File: src/rtl/nrzi_bit_stuffer_if.sv
// Serial-bit input and USB full-speed line output bundle for nrzi_bit_stuffer.
// Ports: piso_data_out/val/last carry the serial bit stream from the serializer.
//        line_dp/dm/oe drive the transceiver; tx_busy/eop_done/tx_overflow/tx_underrun are status.
interface nrzi_bit_stuffer_if;
  logic piso_data_out;
  logic piso_data_val;
  logic piso_data_last;
  logic line_dp;
  logic line_dm;
  logic line_oe;
  logic tx_busy;
  logic eop_done;
  logic tx_overflow;
  logic tx_underrun;

  // Serializer side: produces bits, observes line and status.
  modport master (
    output piso_data_out, piso_data_val, piso_data_last,
    input  line_dp, line_dm, line_oe, tx_busy, eop_done, tx_overflow, tx_underrun
  );

  // Encoder side.
  modport slave (
    input  piso_data_out, piso_data_val, piso_data_last,
    output line_dp, line_dm, line_oe, tx_busy, eop_done, tx_overflow, tx_underrun
  );
endinterface

File: src/rtl/nrzi_bit_stuffer.sv
// USB full-speed transmit encoder: elastic bit FIFO, bit stuffing, NRZI and EOP.
// Latency: a bit pushed in cycle k can appear on the line in cycle k+2 (all outputs registered).
// Backpressure: none upstream; stuffing slack is absorbed by the FIFO, a push into a full FIFO
// without a concurrent pop drops the bit and sets sticky tx_overflow.
// Ports: clk, rst (sync, active low), bus (slave modport of nrzi_bit_stuffer_if).
module nrzi_bit_stuffer #(
  parameter int FIFO_DEPTH  = 16,
  parameter int START_LEVEL = 4
) (
  input logic              clk,
  input logic              rst,
  nrzi_bit_stuffer_if.slave bus
);

  localparam int AW = $clog2(FIFO_DEPTH);
  localparam int CW = AW + 1;

  typedef enum logic [2:0] {
    IDLE  = 3'd0,
    DATA  = 3'd1,
    STUFF = 3'd2,
    SE0_1 = 3'd3,
    SE0_2 = 3'd4,
    EOP_J = 3'd5
  } state_t;

  // ---------------------------------------------------------------------------
  // Bit FIFO: entry = {bit, last}
  // ---------------------------------------------------------------------------
  logic [1:0]    mem [FIFO_DEPTH];
  logic [AW-1:0] wr_ptr;
  logic [AW-1:0] rd_ptr;
  logic [CW-1:0] count;
  // Number of queued entries flagged last; lets a short packet start below START_LEVEL.
  logic [CW-1:0] last_cnt;

  logic fifo_empty;
  logic fifo_full;
  logic head_bit;
  logic head_last;

  assign fifo_empty = (count == '0);
  assign fifo_full  = (count == CW'(FIFO_DEPTH));
  assign head_bit   = mem[rd_ptr][1];
  assign head_last  = mem[rd_ptr][0];

  // ---------------------------------------------------------------------------
  // Encoder state. The registered state is the symbol currently on the line;
  // an entry is popped on the transition into the DATA symbol that carries it.
  // ---------------------------------------------------------------------------
  state_t     state;
  state_t     state_n;
  logic       jk;         // 1 = J
  logic       jk_n;
  logic [2:0] ones_cnt;
  logic [2:0] ones_n;
  logic       last_sent;  // current DATA symbol (or the stuff after it) closed the packet
  logic       last_n;
  logic       discard;
  logic       discard_n;
  logic       overflow;
  logic       underrun;

  logic       pop;
  logic       want_pop;
  logic       underrun_set;
  logic       drop_in;
  logic       push;
  logic       overflow_set;

  // Registered line/status outputs
  logic dp_q, dm_q, oe_q, busy_q, eop_q;
  logic dp_n, dm_n, oe_n, eop_n;

  // ---------------------------------------------------------------------------
  // Next-state / pop decision
  // ---------------------------------------------------------------------------
  always_comb begin
    state_n      = state;
    jk_n         = jk;
    ones_n       = ones_cnt;
    last_n       = last_sent;
    want_pop     = 1'b0;
    underrun_set = 1'b0;

    case (state)
      IDLE: begin
        jk_n   = 1'b1;
        ones_n = '0;
        last_n = 1'b0;
        if ((count >= CW'(START_LEVEL)) || (last_cnt != '0)) begin
          want_pop = 1'b1;
        end
      end

      DATA: begin
        // Six consecutive ones always get their stuff bit, even after the last data bit.
        if (ones_cnt == 3'd6) begin
          state_n = STUFF;
          jk_n    = ~jk;
          ones_n  = '0;
        end else if (last_sent) begin
          state_n = SE0_1;
        end else if (!fifo_empty) begin
          want_pop = 1'b1;
        end else begin
          underrun_set = 1'b1;
          state_n      = SE0_1;
        end
      end

      STUFF: begin
        if (last_sent) begin
          state_n = SE0_1;
        end else if (!fifo_empty) begin
          want_pop = 1'b1;
        end else begin
          underrun_set = 1'b1;
          state_n      = SE0_1;
        end
      end

      SE0_1: state_n = SE0_2;
      SE0_2: state_n = EOP_J;

      EOP_J: begin
        state_n = IDLE;
        jk_n    = 1'b1;
        ones_n  = '0;
      end

      default: begin
        state_n = IDLE;
        jk_n    = 1'b1;
        ones_n  = '0;
      end
    endcase

    // Popping the head entry: NRZI keeps J/K on a 1 and toggles on a 0.
    // ones_n already holds the run length preceding this bit.
    pop = want_pop;
    if (want_pop) begin
      state_n = DATA;
      last_n  = head_last;
      if (head_bit) begin
        ones_n = ones_n + 3'd1;
      end else begin
        jk_n   = ~jk_n;
        ones_n = '0;
      end
    end
  end

  // ---------------------------------------------------------------------------
  // Input acceptance. A bit arriving in the underrun cycle belongs to the
  // aborted packet, so it is dropped along with the rest of that packet.
  // ---------------------------------------------------------------------------
  always_comb begin
    drop_in      = discard || underrun_set;
    push         = bus.piso_data_val && !drop_in && (!fifo_full || pop);
    overflow_set = bus.piso_data_val && !drop_in && fifo_full && !pop;

    discard_n = discard;
    if (underrun_set) begin
      discard_n = !(bus.piso_data_val && bus.piso_data_last);
    end else if (discard && bus.piso_data_val && bus.piso_data_last) begin
      discard_n = 1'b0;
    end
  end

  // ---------------------------------------------------------------------------
  // Line levels for the next symbol
  // ---------------------------------------------------------------------------
  always_comb begin
    dp_n  = 1'b1;
    dm_n  = 1'b0;
    oe_n  = 1'b0;
    eop_n = 1'b0;
    case (state_n)
      DATA, STUFF: begin
        dp_n = jk_n;
        dm_n = ~jk_n;
        oe_n = 1'b1;
      end
      SE0_1, SE0_2: begin
        dp_n = 1'b0;
        dm_n = 1'b0;
        oe_n = 1'b1;
      end
      EOP_J: begin
        dp_n  = 1'b1;
        dm_n  = 1'b0;
        oe_n  = 1'b1;
        eop_n = 1'b1;
      end
      default: begin
        dp_n = 1'b1;
        dm_n = 1'b0;
        oe_n = 1'b0;
      end
    endcase
  end

  // ---------------------------------------------------------------------------
  // State, FIFO bookkeeping and output registers
  // ---------------------------------------------------------------------------
  always_ff @(posedge clk) begin
    if (!rst) begin
      state     <= IDLE;
      jk        <= 1'b1;
      ones_cnt  <= '0;
      last_sent <= 1'b0;
      discard   <= 1'b0;
      wr_ptr    <= '0;
      rd_ptr    <= '0;
      count     <= '0;
      last_cnt  <= '0;
      overflow  <= 1'b0;
      underrun  <= 1'b0;
      dp_q      <= 1'b1;
      dm_q      <= 1'b0;
      oe_q      <= 1'b0;
      busy_q    <= 1'b0;
      eop_q     <= 1'b0;
    end else begin
      state     <= state_n;
      jk        <= jk_n;
      ones_cnt  <= ones_n;
      last_sent <= last_n;
      discard   <= discard_n;

      if (push) begin
        wr_ptr <= wr_ptr + AW'(1);
      end
      if (pop) begin
        rd_ptr <= rd_ptr + AW'(1);
      end
      count    <= count + CW'(push) - CW'(pop);
      last_cnt <= last_cnt + CW'(push && bus.piso_data_last) - CW'(pop && head_last);

      if (overflow_set) begin
        overflow <= 1'b1;
      end
      if (underrun_set) begin
        underrun <= 1'b1;
      end

      dp_q   <= dp_n;
      dm_q   <= dm_n;
      oe_q   <= oe_n;
      busy_q <= (state_n != IDLE);
      eop_q  <= eop_n;
    end
  end

  // Storage needs no reset; occupancy is tracked by count.
  always_ff @(posedge clk) begin
    if (rst && push) begin
      mem[wr_ptr] <= {bus.piso_data_out, bus.piso_data_last};
    end
  end

  assign bus.line_dp     = dp_q;
  assign bus.line_dm     = dm_q;
  assign bus.line_oe     = oe_q;
  assign bus.tx_busy     = busy_q;
  assign bus.eop_done    = eop_q;
  assign bus.tx_overflow = overflow;
  assign bus.tx_underrun = underrun;

endmodule

File: src/flat_wrapper.sv
// flat-port wrapper written by rule: the top's interface ports become plain ports
module nrzi_bit_stuffer_flat 
#(
  parameter int FIFO_DEPTH  = 16,
  parameter int START_LEVEL = 4
)
  (clk, rst, bus_piso_data_out, bus_piso_data_val, bus_piso_data_last, bus_line_dp, bus_line_dm, bus_line_oe, bus_tx_busy, bus_eop_done, bus_tx_overflow, bus_tx_underrun);
  nrzi_bit_stuffer_if bus_i ();
  input logic clk;
  input logic rst;
  input wire logic [$bits(bus_i.piso_data_out)-1:0] bus_piso_data_out;
  input wire logic [$bits(bus_i.piso_data_val)-1:0] bus_piso_data_val;
  input wire logic [$bits(bus_i.piso_data_last)-1:0] bus_piso_data_last;
  output wire logic [$bits(bus_i.line_dp)-1:0] bus_line_dp;
  output wire logic [$bits(bus_i.line_dm)-1:0] bus_line_dm;
  output wire logic [$bits(bus_i.line_oe)-1:0] bus_line_oe;
  output wire logic [$bits(bus_i.tx_busy)-1:0] bus_tx_busy;
  output wire logic [$bits(bus_i.eop_done)-1:0] bus_eop_done;
  output wire logic [$bits(bus_i.tx_overflow)-1:0] bus_tx_overflow;
  output wire logic [$bits(bus_i.tx_underrun)-1:0] bus_tx_underrun;
  assign bus_i.piso_data_out = bus_piso_data_out;
  assign bus_i.piso_data_val = bus_piso_data_val;
  assign bus_i.piso_data_last = bus_piso_data_last;
  assign bus_line_dp = bus_i.line_dp;
  assign bus_line_dm = bus_i.line_dm;
  assign bus_line_oe = bus_i.line_oe;
  assign bus_tx_busy = bus_i.tx_busy;
  assign bus_eop_done = bus_i.eop_done;
  assign bus_tx_overflow = bus_i.tx_overflow;
  assign bus_tx_underrun = bus_i.tx_underrun;
  nrzi_bit_stuffer #(.FIFO_DEPTH(FIFO_DEPTH), .START_LEVEL(START_LEVEL)) u_core (.clk(clk), .rst(rst), .bus(bus_i));
endmodule
File: config.mk
export PLATFORM = sky130hd
export DESIGN_NAME = nrzi_bit_stuffer_flat
export DESIGN_NICKNAME = d
export VERILOG_FILES = /design/src/rtl/nrzi_bit_stuffer_if.sv /design/src/rtl/nrzi_bit_stuffer.sv /design/src/flat_wrapper.sv
export SDC_FILE = /design/constraint.sdc
export NUM_CORES = 1
export LEC_CHECK = 0
export CELL_PAD_IN_SITES_DETAIL_PLACEMENT = 0
export CELL_PAD_IN_SITES_GLOBAL_PLACEMENT = 2
export CORE_MARGIN = 2
export CORE_UTILIZATION = 25
export DETAILED_ROUTE_END_ITERATION = 6
export DONT_BUFFER_PORTS = 1
export HOLD_SLACK_MARGIN = 0.06
export PLACE_DENSITY = 0.49
export SLEW_MARGIN = 30
export SYNTH_ARGS = -nofsm -noshare
export SYNTH_HDL_FRONTEND = slang
export SYNTH_SLANG_ARGS = --single-unit
export TNS_END_PERCENT = 20
File: constraint.sdc
create_clock -name clk -period 6.3 [get_ports clk]
set_input_delay 0.945 -clock clk [delete_from_list [all_inputs] [get_ports clk]]
set_output_delay 0.945 -clock clk [all_outputs]
set_load 0.01 [all_outputs]
# After elaboration in Yosys (flattened, before gate mapping)

Memory sizes are Yosys's and may differ from the RTL's. A register that Yosys moved wholly into a read port is not among the register bits.
Index checks and enable logic that the tools add are counted.

$add $sub $neg: 7
$lt $le $gt $ge: 1
Equality and inequality tests: 11
Muxes and demuxes: 33
Bitwise operators: 3
Reduce and logical (&&, ||, !) cells: 28

Operator list:

| kind                                                | count |
|---|---|
| two-way mux 3 bit                                   | 7 |
| two-way mux 1 bit                                   | 18 |
| case mux 3 bit (5 select lines)                     | 1 |
| == test 3 x 2 -> 1 bit, second input constant       | 4 |
| == test 3 bit, second input constant                | 4 |
| adder 5 x 1 -> 5 bit                                | 2 |
| logical AND 1 bit                                   | 10 |
| subtractor 5 x 1 -> 5 bit                           | 2 |
| adder 4 x 1 -> 4 bit, second input constant         | 2 |
| two-way mux 4 bit                                   | 2 |
| == test 3 x 1 -> 1 bit, second input constant       | 2 |
| case mux 1 bit (2 select lines)                     | 3 |
| case mux 3 bit (2 select lines)                     | 1 |
| == test 5 bit, second input constant                | 1 |
| >= comparator 5 x 3 -> 1 bit, second input constant | 1 |
| logical NOT 5 bit                                   | 1 |
| nonzero test 5 bit                                  | 1 |
| OR reduction 5 bit                                  | 1 |
| logical NOT 1 bit                                   | 4 |
| nonzero test 2 bit                                  | 2 |
| OR reduction 2 bit                                  | 2 |
| adder 3 x 1 -> 3 bit, second input constant         | 1 |
| logical NOT 3 bit                                   | 1 |
| logical OR 1 bit                                    | 3 |
| 5 further kinds                                     | 7 |

Flip-flop bits (word level): 34
Memory bits (writable): 32
Output and inout bits: 7
Word-level logic and storage cells: 100
Memories: 1

Memories:

| memory     | words | width | rd ports | clocked after Yosys merged registers in | wr ports | RTL line               | RTL |
|---|---|---|---|---|---|---|---|
| u_core.mem | 16    | 2     | 1        | 1                                       | 1        | nrzi_bit_stuffer.sv:30 | `logic [1:0] mem [FIFO_DEPTH];` |

# Logic depth before layout (Yosys ltp)

Depth in word-level cells: 12
Mapped depth: 17
Depth with buffers taken out: 17

# Worst setup path after synthesis

Ideal clock, no wire load.

Kind: register to register
Start point: register u_core.count[2]
End point: register u_core.count[4]
Setup time: 74 ps
Arrival: 3098 ps
Path slack: 3128 ps
Cell stages (with the launch flop): 16
Buffers on the path: 1
Period minus slack after synthesis: 3172 ps
Cell sequence: dfxtp_1 inv_1 ha_1 nor3b_1 a21o_1 o22a_2 inv_1 buf_2 ha_1 inv_1 ha_1 fa_1 a21oi_1 nor2_1 or3_1 a21oi_1

Cells in the longest elaborated chain, start to end: 11
Elaborated cells on any way between the ends: 21
Classes of those cells: 2 x add/sub; 1 x order compare; 1 x eq/ne; 9 x mux; 8 x reduce/logical

Ends and longest elaborated chain:

| item                                                                                  | RTL line                | RTL |
|---|---|---|
| start, declared                                                                       | nrzi_bit_stuffer.sv:33  | `logic [CW-1:0] count;` |
| start signal, assigned                                                                | nrzi_bit_stuffer.sv:238 | `count <= count + CW'(push) - CW'(pop);` |
| parallel branches: the longest is 10 deep, another holds >= comparator 5 x 3 -> 1 bit | -                       |  |
| subtractor 5 x 1 -> 5 bit (*)                                                         | nrzi_bit_stuffer.sv:238 |  |

Every way passes the cells marked *.
A chain may end at the register's enable or synchronous reset.

# Worst setup path in the final report

Start point: register u_core.count[2]
End point: register u_core.last_cnt[4]

Cells in the longest elaborated chain, start to end: 12
Elaborated cells on any way between the ends: 23
Classes of those cells: 2 x add/sub; 1 x order compare; 1 x eq/ne; 9 x mux; 10 x reduce/logical

Ends and longest elaborated chain:

| item                                                                                  | RTL line                | RTL |
|---|---|---|
| parallel branches: the longest is 11 deep, another holds >= comparator 5 x 3 -> 1 bit | -                       |  |
| subtractor 5 x 1 -> 5 bit (*)                                                         | nrzi_bit_stuffer.sv:239 | `last_cnt <= last_cnt + CW'(push && bus.piso_data_last) - CW'(pop && head_last);` |
| end signal, assigned                                                                  | nrzi_bit_stuffer.sv:239 |  |
| end, declared                                                                         | nrzi_bit_stuffer.sv:35  | `logic [CW-1:0] last_cnt;` |

Marked as above.

==> out/results.ini <==
[die]
die_x_um = 118
ioPinCount = 12
die-area_mm2 = 0.0138
die_h_um = 118
initial_core_util_pct = 25.6
coreArea_mm2 = 0.0126
rows = 41

[synth]
synth-main-ff-cell = dfxtp_1
syn-instance-count = 279
synth_edf_count = 32
yosysSeqAreaShare_pct = 53.3
synth_nets = 305
netlist-cell-type-count = 45
synth_area_mm2 = 0.00323
async_reset_ff_share_pct = 0
synth_area_per_cell_um2 = 11.6
synth.yosys.warnings = 0
ys_ff_latch = 70

[cts]
clk_latency_ns = 0.33
root_buffer = clkbuf_16
cts_tree = built
clock-sinks = 70
cts_resized = 0
cts_setup_buffers = 0
ctsHoldBuffers = 0
cts_inserted_buffers = 9
clkSlewWorstSetupHoldPaths_ns = 0.06
cts_max_level = 3
cts_buffer_depth = 2

[global_routing]
grt_usage_pct = 10.7
antenna_found_initial = 0
overflow = 0
grt_pass1_vias = 2002
grt_pass1_wl_mm = 11.1
grt_max_degree = 20

[worst_setup_path]
crit_arrival_ns = 3.90
critPathMostFrequentCell = inv_1
r2r_end = u_core.last_cnt[4]$_SDFF_PN0_
end_kind = register
crit_buf_inv = 5
startpoint_type = register
crit_fanout = 15
cp_data_required_time_ns = 6.54
regToRegSetupSlack_ns = 2.65
cpMaxStageDelayCell = nor3b_1
setup.worst_path.start = u_core.count[2]$_SDFF_PN0_
worst-setup-path-type = reg -> reg
critPathMaxStageDelay_ns = 0.51
r2r-start = u_core.count[2]$_SDFF_PN0_
crit_cells = 17
reg2reg_depth = 17
cp_top_family = simple AND/OR/NAND/NOR gates
crit_chain = inv_1, ha_1, nor3b_1, a21o_1, o22a_2, inv_1, and2_1, ha_1, inv_1, ha_1, inv_1, fa_1, inv_1, a21oi_1, nor2_1, or3_1, a21oi_1

[sta]
fmax_ghz = 0.274
worst_pin_slew_ns = 0.748
slew_headroom_pct = 49.7
period_minus_slack_ns = 3.65
post-route-period-util_pct = 58.0
rsz0062_at_grt = false
setup_viol = 0
report.final.slew_viol_count = 0
setup_tns_ns = 0
skew_ns = 0.00677
finalHoldViolations = 0

[run_status]
violations = DRC
outcome = finished with violations

[drt]
drc = 2
wl_mm = 6.92
vias_per_cell = 4.25
detail-route-antenna-nets = 0
vias = 1952
drtPass1Iterations = 7
first_iter_violations = 151
routedWlPerCell_um = 15.1

[finish]
layout-drive-gt1-share_pct = 10.8
num-nets-final = 308
final_cell_mix = dfxtp_1, nor2_1, edfxtp_1
area_delta_synth_final_pct = 14.8
final_util_pct = 29.4
final_cells = 459
antenna_cells = 0
mostFrequentLayoutCell = dfxtp_1
fillers = 1323

[hold_path]
hold_path.class = reg -> reg
worstHoldStart = u_core.discard$_SDFFE_PN0P_
hold_depth = 2
hold_end = u_core.discard$_SDFFE_PN0P_

[place]
dp_hpwl_mm = 5.04
dp_cells = 443
io_buffers = 0
gp_congestion = 0.672

[power]
internal-power_uw = 1150
pwr-share-seq_pct = 36.6
power_density_mw_per_mm2 = 477
clkPwrFrac_pct = 28.0
switching_power_uw = 621
switching_share_pct = 35.1
comb_power_share_pct = 35.3
vdd.ir_drop.worst_v = 0.000130
power_leakage_uw = 0.00134

[job]
cap_violations = 0

==> how the worst max path moves through the flow <==
| stage | to |
|---|---|
| after floorplan | u_core.count[4]$_SDFF_PN0_ |
| after global placement | u_core.count[4]$_SDFF_PN0_ |
| after detailed placement | u_core.last_cnt[4]$_SDFF_PN0_ |
| after CTS | u_core.last_cnt[4]$_SDFF_PN0_ |
| after global routing | u_core.last_cnt[4]$_SDFF_PN0_ |
| final | u_core.last_cnt[4]$_SDFF_PN0_ |
==> through the flow <==
step                hold WS (ns)  cell area, µm²  setup WS, ns  total power, µW
finish                     0.488            3710          2.65             1770
global route               0.521            3710          2.33             1910
CTS                        0.491            3710          2.63             1800
detailed placement         0.483            3410          2.65             1290
global placement           0.473            3410          2.59             1300
floorplan                  0.463            3230          3.13             1150
==> synthesized netlist by cell type, types with 3 or more instances <==
cell      count  area (µm²)
a21o_1        3        22.5
a21oi_1      14        70.1
and2_1        5        31.3
clkbuf_1      4        15.0
dfxtp_1      38         761
edfxtp_1     32         961
ha_1         19         238
inv_1        22        82.6
mux2i_1       4        40.0
mux4_2       10         225
nand2_1      16        60.1
nand2b_1      8        50.1
nand3b_1      4        30.0
nand4_1       3        18.8
nor2_1       37         139
nor3_1        4        20.0
nor3b_1       3        22.5
nor4_1        3        18.8
o21ai_0       7        35.0
or3_1         3        18.8
xnor2_1       8        70.1
xor2_1        5        43.8
==> layer usage <==
layer	GRT usage [%]	routed length [µm]	up-vias
met5	0	0	-
met1	14.0	3400	930
li1	-	-	986
met4	5.12	102	0
met3	3.00	251	9
met2	16.1	3170	27
==> cells by family (layout without fill, tap and decap cells) <==
group	count (synthesis)	in the layout	synth area share [%]
buf+inv	31	39	3.80
flops	70	70	53.3
xor+xnor	13	13	3.53
simple gates	93	93	14.2
fa+ha+maj	21	21	8.60
compound gates	37	37	8.33
mux	14	14	8.21
==> power groups by stage <==
stage | registers, µW | clock network (µW) | logic [µW]
2_1_floorplan | 618 | 0 | 536
3_3_place_gp | 662 | 0 | 639
3_5_place_dp | 661 | 0 | 630
4_1_cts | 651 | 509 | 636
5_1_grt | 663 | 528 | 723
6_report | 648 | 496 | 625
==> state kept, by name, summed over array words and instances (netlist names), named ones only <==
name and cells:
u_core.bus.eop_done 1, u_core.bus.tx_busy 1, u_core.state 3, u_core.jk 1, u_core.last_sent 1, u_core.bus.tx_overflow 1, u_core.wr_ptr 4, u_core.count 5
u_core.mem 32, u_core.bus.line_dm 1, u_core.bus.tx_underrun 1, u_core.bus.line_oe 1, u_core.rd_ptr 4, u_core.ones_cnt 3, u_core.last_cnt 5, u_core.discard 1
u_core.bus.line_dp 1
==> cell type report <==
type | instances | area, µm² | share of cell area, %
clock buffer | 12 | 268 | 7.22
clock inverter | 4 | 30.0 | 0.810
inverter | 23 | 86.3 | 2.33
multi-input combinational | 178 | 1390 | 37.4
sequential | 70 | 1720 | 46.5
tap | 172 | 215 | 5.81
==> worst min-delay path, delay by kind of cell (launching register included) <==
family / cells / cell delay, ns
AO/OA/AOI/OAI: 1 / 0.05
flip-flops: 1 / 0.30
AND/OR/NAND/NOR: 1 / 0.09
Power figures use the tool's default switching activity.
